## src/rtl/serial_adder.sv

```systemverilog
// Bit-serial adder, LSB first: one bit per clock, registered sum/cout.
// Define SERIAL_ADDER_OVF_EN to add the signed-overflow output ovf.
module serial_adder #(
    parameter int WIDTH = 8
) (
    input  logic             clk,
    input  logic             rst,
    input  logic             start,
    input  logic [WIDTH-1:0] a,
    input  logic [WIDTH-1:0] b,
    input  logic             cin,
    output logic             busy,
    output logic             done,
    output logic [WIDTH-1:0] sum,
`ifdef SERIAL_ADDER_OVF_EN
    output logic             ovf,
`endif
    output logic             cout
);

    localparam int CW = (WIDTH > 1) ? $clog2(WIDTH) : 1;

    typedef enum logic [1:0] {
        IDLE,
        RUN,
        DONE
    } state_t;

    state_t           state;
    state_t           state_nxt;
    logic [WIDTH-1:0] areg;
    logic [WIDTH-1:0] breg;
    logic [WIDTH-1:0] acc;
    logic [WIDTH-1:0] acc_nxt;
    logic [CW-1:0]    cnt;
    logic             c;
    logic             abit;
    logic             bbit;
    logic             sbit;
    logic             cnxt;
    logic             last;
    logic             accept;

    always_ff @(posedge clk or posedge rst) begin
        if (rst) state <= IDLE;
        else     state <= state_nxt;
    end

    always_comb begin
        state_nxt = state;
        unique case (state)
            IDLE:    if (start) state_nxt = RUN;
            RUN:     if (last) state_nxt = DONE;
            DONE:    state_nxt = start ? RUN : IDLE;
            default: state_nxt = IDLE;
        endcase
    end

    assign busy   = (state == RUN);
    assign done   = (state == DONE);
    assign accept = start && (state == IDLE || state == DONE);
    assign last   = (cnt == CW'(WIDTH - 1));

    always_comb begin
        abit         = areg[cnt];
        bbit         = breg[cnt];
        sbit         = abit ^ bbit ^ c;
        cnxt         = (abit & bbit) | (abit & c) | (bbit & c);
        acc_nxt      = acc;
        acc_nxt[cnt] = sbit;
    end

    // Partial sums build up in acc; sum only sees the completed word.
    always_ff @(posedge clk or posedge rst) begin
        if (rst) begin
            areg <= '0;
            breg <= '0;
            acc  <= '0;
            cnt  <= '0;
            c    <= 1'b0;
            sum  <= '0;
            cout <= 1'b0;
`ifdef SERIAL_ADDER_OVF_EN
            ovf  <= 1'b0;
`endif
        end else if (accept) begin
            areg <= a;
            breg <= b;
            c    <= cin;
            acc  <= '0;
            cnt  <= '0;
        end else if (state == RUN) begin
            c   <= cnxt;
            acc <= acc_nxt;
            cnt <= cnt + CW'(1);
            if (last) begin
                sum  <= acc_nxt;
                cout <= cnxt;
`ifdef SERIAL_ADDER_OVF_EN
                ovf  <= c ^ cnxt;
`endif
            end
        end
    end

endmodule

```

## config.mk

```make
export PLATFORM = sky130hd
export DESIGN_NAME = serial_adder
export DESIGN_NICKNAME = d
export VERILOG_FILES = /design/src/rtl/serial_adder.sv
export SDC_FILE = /design/constraint.sdc
export NUM_CORES = 1
export LEC_CHECK = 0
export CAP_MARGIN = 15
export CORE_ASPECT_RATIO = 0.6
export CORE_MARGIN = 4
export CORE_UTILIZATION = 30
export DETAILED_ROUTE_END_ITERATION = 12
export PLACE_DENSITY_LB_ADDON = 0.25
export SLEW_MARGIN = 25
export SYNTH_ARGS = -nofsm -noshare
export SYNTH_HDL_FRONTEND = slang
export SYNTH_SLANG_ARGS = --single-unit
```

## constraint.sdc

```tcl
create_clock -name clk -period 2.6 [get_ports clk]
set_input_delay 0.78 -clock clk [delete_from_list [all_inputs] [get_ports clk]]
set_output_delay 0.78 -clock clk [all_outputs]
set_load 0.05 [all_outputs]
```

==> impl_metrics.json, run 1 <==
{
  "power_mw": 3.42,
  "wl_met3_um": 211,
  "ys_top_cells_by_count": "nand2_1, dfrtp_1, mux2i_1",
  "syn-num-nets": 205,
  "synthTopCellsByArea": "dfrtp_1, nand2_1, mux2i_1",
  "drt_iter0_drc": 54,
  "required_ns": 1.82,
  "fmax_mhz": 407,
  "top_layer_used": "met4",
  "final-max-slew-violation-count": 0,
  "combPwrFrac_pct": 54.0,
  "arrival_ns": 1.68,
  "ys.warnings.count": 0,
  "wl_met2_um": 1470,
  "setup_violations": 0,
  "drt_drc_violations_left": 0,
  "grt_overflow": 0,
  "hold_class": "flop to flop",
  "p_sw_mw": 1.43,
  "pin_count": 31,
  "clkLatencyLatePin_ns": 0.29,
  "post_cts_buffers": 0,
  "dp_hpwl_um": 2850,
  "cp_max_fo": 5,
  "num_rows": 22,
  "yosys.area.top_type": "dfrtp_1",
  "antenna_found_initial": 0,
  "end_kind": "primary output",
  "critPathKind": "flop to primary output",
  "vias": 1339,
  "cts_buffers": 5,
  "cts.clk_slew.worst_paths_ns": 0.08,
  "synth_edf_count": 0,
  "clk_path_buf_depth": 2,
  "postCtsResizedCells": 0,
  "dr.pass1.iters": 4,
  "cts_tree": "done",
  "wire_per_inst_um": 13.3,
  "hold_buffers": 0,
  "grt_pass1_vias": 1345,
  "yosysMostFrequentCell": "nand2_1",
  "slew_headroom_pct": 50.9,
  "status": "completed",
  "netlist_instances": 182,
  "r2r_cells": 7,
  "met1_length_um": 2310,
  "gr-usage-all-layers_pct": 11.3,
  "r2r_setup_slack_ns": 0.24,
  "min_period_over_period_pct": 94.5,
  "viasPerCell": 4.45,
  "utilization_pct": 39.7,
  "postSynth.asyncResetShare_pct": 100,
  "yosysSeqAreaShare_pct": 51.6,
  "worst_pin_slew_ns": 0.737,
  "synth.distinct_cells": 29,
  "layout-drive-gt1-share_pct": 12.4,
  "power.share.sequential_pct": 30.5,
  "reg2reg_to": "acc[4]$_DFFE_PP0P_",
  "final.setup.tns_ns": 0,
  "p_sw_share_pct": 41.8,
  "die_h_um": 69.5,
  "netlist_area_um2": 1890,
  "diodes": 0,
  "startpoint_type": "flop",
  "rsz0062_at_grt": "false",
  "syn2layout_area_growth_pct": 28.3,
  "initial_core_util_pct": 31.0,
  "gp_congestion": 0.736,
  "portBuffers": 30,
  "maxCapViolCount": 0,
  "synth_seq_cells": 39,
  "crit_end": "done",
  "grt_pass1_wl_um": 7000,
  "internal-power_mw": 1.99,
  "cts.sinks": 39,
  "ant_nets": 0,
  "fin_skew_ns": 0.00449,
  "ir_worst_vdd_v": 0.000507,
  "cts_max_level": 2,
  "powerDensity_nw_per_um2": 1410,
  "timing.final.hold_violations": 0,
  "grt_max_degree": 40,
  "n_fill_cell": 623,
  "r2r_start": "cnt[0]$_DFFE_PP0P_",
  "die_w_um": 111,
  "min_period_ns": 2.46,
  "dieArea_um2": 7690,
  "core_region_area_um2": 6110,
  "p_leak_nw": 1.17,
  "synthFlopType": "dfrtp_1",
  "layout.nets": 239,
  "cts_root_buf": "clkbuf_8",
  "synth_top_area_share_pct": 51.6,
  "drt-total-wl_um": 4010,
  "pwr-share-clk_pct": 15.5,
  "syn_area_per_cell_um2": 10.4,
  "cp-startpoint": "state[0]$_DFFE_PP0P_"
}
==> cell usage in the layout, fill, tap and decap left out, drive strengths merged, types with 2 or more instances in the layout <==
cell            n
inv             5
a21o            2
ha              2
clkbuf          6
nand3           2
buf            11
mux2            3
o21ai          10
nand3b          2
o22ai           2
and3b           2
nor3b           3
clkdlybuf4s50  29
mux4            2
nor2b           3
nand2          57
a22o           10
dfrtp          39
mux2i          18
==> layout make-up <==
type                       instances  area, um2  area share (%)
multi-input combinational        125        826            34.0
inverter                           5       18.8           0.773
sequential                        39        976            40.2
tap                               84        105            4.33
clock buffer                       6       82.6            3.40
timing repair buffer              40        385            15.9
clock inverter                     2       35.0            1.44
==> cell families after synthesis <==
logic type,after synthesis,share of synthesized area (%)
AOI/OAI and AO/OA,26,9.45
adders and majority gates,3,2.38
buffers and inverters,18,4.82
DFF,39,51.6
muxes,23,13.9
and+or+nand+nor,73,17.9
==> how the worst min path moves through the flow <==
stage	startpoint	end	cells after the start
2_1_floorplan	breg[5]$_DFFE_PP0P_	breg[5]$_DFFE_PP0P_	2
3_5_place_dp	breg[7]$_DFFE_PP0P_	breg[7]$_DFFE_PP0P_	2
4_1_cts	breg[7]$_DFFE_PP0P_	breg[7]$_DFFE_PP0P_	2
3_3_place_gp	areg[6]$_DFFE_PP0P_	areg[6]$_DFFE_PP0P_	2
6_report	breg[7]$_DFFE_PP0P_	breg[7]$_DFFE_PP0P_	2
5_1_grt	breg[0]$_DFFE_PP0P_	breg[0]$_DFFE_PP0P_	2
==> power groups by stage <==
stage | clock network [mW] | logic, mW | registers [mW]
floorplan | 0 | 1.14 | 1.22
global placement | 0 | 1.83 | 1.06
detailed placement | 0 | 1.86 | 1.06
CTS | 0.544 | 1.86 | 1.05
global route | 0.576 | 2.04 | 1.09
finish | 0.529 | 1.85 | 1.04
==> stage by stage <==
step                      worst slack [ns]  cell area [um2]  hold slack (ns)  std cells
after floorplan                      0.130             1890            0.437        182
after global placement               0.335             2310            0.461        293
after detailed placement             0.259             2310            0.459        293
after CTS                            0.119             2430            0.479        301
after global routing                0.0374             2430            0.496        301
final                                0.144             2430            0.477        301
==> flip-flops by register name (all words and copies together), names as in the netlist <==
| signal | flops |
|---|---|
| acc | 8 |
| areg | 8 |
| breg | 8 |
| sum | 8 |
| cnt | 3 |
| state | 2 |
| c | 1 |
| cout | 1 |
==> layer usage <==
layer,GRT usage [%],vias to the layer above
met5,0,-
met4,2.87,0
met3,3.49,5
met2,14.0,30
met1,18.4,621
li1,-,683
==> critical path, stage by stage (launching register included) <==
cell	delay (ns)
dfrtp_1	0.42
nor2b_1	0.15
clkdlybuf4s50_1	0.82
No activity file was read; power rests on OpenSTA's default activity.
==> run 2: changes to the inputs <==
SKIP_LAST_GASP = 1   (was default)
==> results of run 2 <==
Same layout as run 1: the final DEF is identical, and so are final timing and power.
==> run 3: changes to the inputs <==
ABC_AREA = 1   (was default)
CTS_BUF_LIST = sky130_fd_sc_hd__clkbuf_16   (was default)
==> impl_metrics.json, run 3 <==
{
  "status": "completed",
  "synth_top_area_share_pct": 47.9,
  "setup_violations": 0,
  "synthFlopType": "dfrtp_1",
  "cts_buffers": 5,
  "required_ns": 1.82,
  "min_period_ns": 2.37,
  "layout.nets": 305,
  "regArea_um2": 976,
  "slowest_stage": "clkdlybuf4s50_1",
  "fin_skew_ns": 0.00502,
  "synthTopCellsByArea": "dfrtp_1, nand2_1, nand3_1",
  "combPwrFrac_pct": 51.3,
  "postCtsResizedCells": 0,
  "grt_overflow": 0,
  "min_from": "sum[3]$_DFFE_PP0P_",
  "layout-drive-gt1-share_pct": 11.4,
  "worstPathCellList": "inv_1 > nor2_1 > clkdlybuf4s50_1",
  "final_cell_mix": "nand2_1, dfrtp_1, clkdlybuf4s50_1",
  "utilization_pct": 39.0,
  "pin_count": 31,
  "gp_congestion": 0.761,
  "hold_class": "flop to flop",
  "powerDensity_nw_per_um2": 1350,
  "ys.warnings.count": 0,
  "final_common_cell": "nand2_1",
  "vias": 1618,
  "fin_hold_ws_ns": 0.481,
  "pwr-share-clk_pct": 16.7,
  "startpoint_type": "flop",
  "p_sw_share_pct": 46.4,
  "netlist_area_um2": 2040,
  "clk_path_buf_depth": 2,
  "dr.pass1.iters": 4,
  "r2r_setup_slack_ns": 0.32,
  "yosys.area.top_type": "dfrtp_1",
  "postSynth.asyncResetShare_pct": 100,
  "reg2reg_to": "sum[7]$_DFFE_PP0P_",
  "syn-num-nets": 273,
  "maxCapViolCount": 0,
  "synth.distinct_cells": 23,
  "timing.final.hold_violations": 0,
  "yosysSeqAreaShare_pct": 47.9,
  "grt_pass1_vias": 1634,
  "end_kind": "primary output",
  "diodes": 0,
  "cts_tree": "done",
  "core_region_area_um2": 6360,
  "synth_seq_cells": 39,
  "power.share.sequential_pct": 32.0,
  "drt_drc_violations_left": 0,
  "r2r_start": "cnt[0]$_DFFE_PP0P_",
  "max_stage_delay_ns": 0.80,
  "hold_end": "sum[3]$_DFFE_PP0P_",
  "portBuffers": 30,
  "dieArea_um2": 8220,
  "clkLatencyLatePin_ns": 0.28,
  "die_h_um": 71.8,
  "critPathKind": "flop to primary output",
  "ys_top_cells_by_count": "nand2_1, dfrtp_1, nand3_1",
  "grt_pass1_wl_um": 8050,
  "drt_iter0_drc": 101,
  "synth_edf_count": 0,
  "syn2layout_area_growth_pct": 21.5,
  "ir_worst_vdd_v": 0.000524,
  "cts_root_buf": "clkbuf_16",
  "cts_max_level": 2,
  "worst_pin_slew_ns": 0.511,
  "hold_depth": 2,
  "cp_max_fo": 2,
  "p_leak_nw": 1.28,
  "ant_nets": 0,
  "grt_max_degree": 40,
  "cts.sinks": 39,
  "internal-power_mw": 1.80,
  "arrival_ns": 1.59,
  "cts.clk_slew.worst_paths_ns": 0.05,
  "slew_headroom_pct": 65.9,
  "yosysMostFrequentCell": "nand2_1",
  "wire_per_inst_um": 12.5,
  "post_cts_buffers": 0,
  "syn_area_per_cell_um2": 8.15,
  "fmax_mhz": 422,
  "min_period_over_period_pct": 91.1,
  "p_sw_mw": 1.55,
  "r2r_cells": 12,
  "n_fill_cell": 654,
  "hold_buffers": 0,
  "netlist_instances": 250,
  "drt-total-wl_um": 4550,
  "final-max-slew-violation-count": 0,
  "dp_hpwl_um": 3260,
  "num_rows": 22,
  "viasPerCell": 4.43,
  "initial_core_util_pct": 32.1,
  "multi_input_area_um2": 841,
  "gr-usage-all-layers_pct": 12.5,
  "die_w_um": 114,
  "final.setup.tns_ns": 0,
  "rsz0062_at_grt": "false",
  "antenna_found_initial": 0
}
==> run 3: cell count changes in the layout (fill, tap and decap cells not counted), moves of 5 or more <==
| cell | previous run | this run |
|---|---|---|
| clkbuf_16 | 0 | 5 |
| o21ai_0 | 1 | 8 |
| clkbuf_8 | 6 | 0 |
| o21ai_1 | 9 | 1 |
| nand3_1 | 2 | 19 |
| inv_2 | 0 | 5 |
| inv_1 | 5 | 14 |
| nand2_1 | 57 | 127 |
| a22o_1 | 10 | 0 |
| nand4_1 | 0 | 8 |
| mux2i_1 | 18 | 0 |
==> run 3: area by class of cell <==
type                            instances  area share [%]
Clock buffer                            5            5.05
Clock inverter                          1           0.152
Inverter                               20            3.38
Multi-Input combinational cell        180            33.9
Sequential cell                        39            39.4
Tap cell                               84            4.24
Timing Repair Buffer                   36            13.8
==> run 3: metrics by stage <==
| stage | instances | worst slack (ns) | cell area (um2) | total power, mW |
|---|---|---|---|---|
| after floorplan | 250 | 0.698 | 2040 | 2.47 |
| after global placement | 359 | 0.428 | 2350 | 2.77 |
| after detailed placement | 359 | 0.334 | 2350 | 2.81 |
| after CTS | 365 | 0.212 | 2480 | 3.39 |
| after global routing | 365 | 0.0494 | 2480 | 3.67 |
| final | 365 | 0.232 | 2480 | 3.35 |
==> run 3: critical path: cells and delay by family, from the launching register on <==
family,cells,cell delay [ns]
and+or+nand+nor,1,0.08
buffers and inverters,2,0.85
DFF,1,0.38
==> run 3: cell families after synthesis <==
| kind of cell | count (synthesis) | share of synthesized area, % |
|---|---|---|
| AOI/OAI and AO/OA | 10 | 2.64 |
| adders and majority gates | 3 | 2.21 |
| buffers and inverters | 31 | 10.9 |
| DFF | 39 | 47.9 |
| and+or+nand+nor | 167 | 36.4 |
==> run 3: worst max-delay path by stage <==
stage	start	endpoint	slack, ns	cells past startpoint
after global routing	cnt[0]$_DFFE_PP0P_	sum[7]$_DFFE_PP0P_	0.05	12
after CTS	state[1]$_DFFE_PP0P_	done	0.21	3
after detailed placement	cnt[0]$_DFFE_PP0P_	sum[7]$_DFFE_PP0P_	0.33	12
after floorplan	cnt[0]$_DFFE_PP0P_	acc[5]$_DFFE_PP0P_	0.70	13
final	state[1]$_DFFE_PP0P_	done	0.23	3
after global placement	cnt[0]$_DFFE_PP0P_	sum[7]$_DFFE_PP0P_	0.43	12
==> run 3: metal layers <==
layer	vias up	global-route usage, %	part of all wire [%]
li1	846	-	-
met2	43	15.7	36
met3	4	4.05	6.4
met1	725	19.7	57
met4	0	3.03	0.64
met5	-	0	0
==> run 3: power by group through the flow <==
stage / clock [mW] / sequential (mW) / combinational, mW
2_1_floorplan: 0 / 1.24 / 1.22
3_3_place_gp: 0 / 1.08 / 1.69
3_5_place_dp: 0 / 1.08 / 1.73
4_1_cts: 0.578 / 1.07 / 1.74
5_1_grt: 0.607 / 1.11 / 1.94
6_report: 0.559 / 1.07 / 1.72
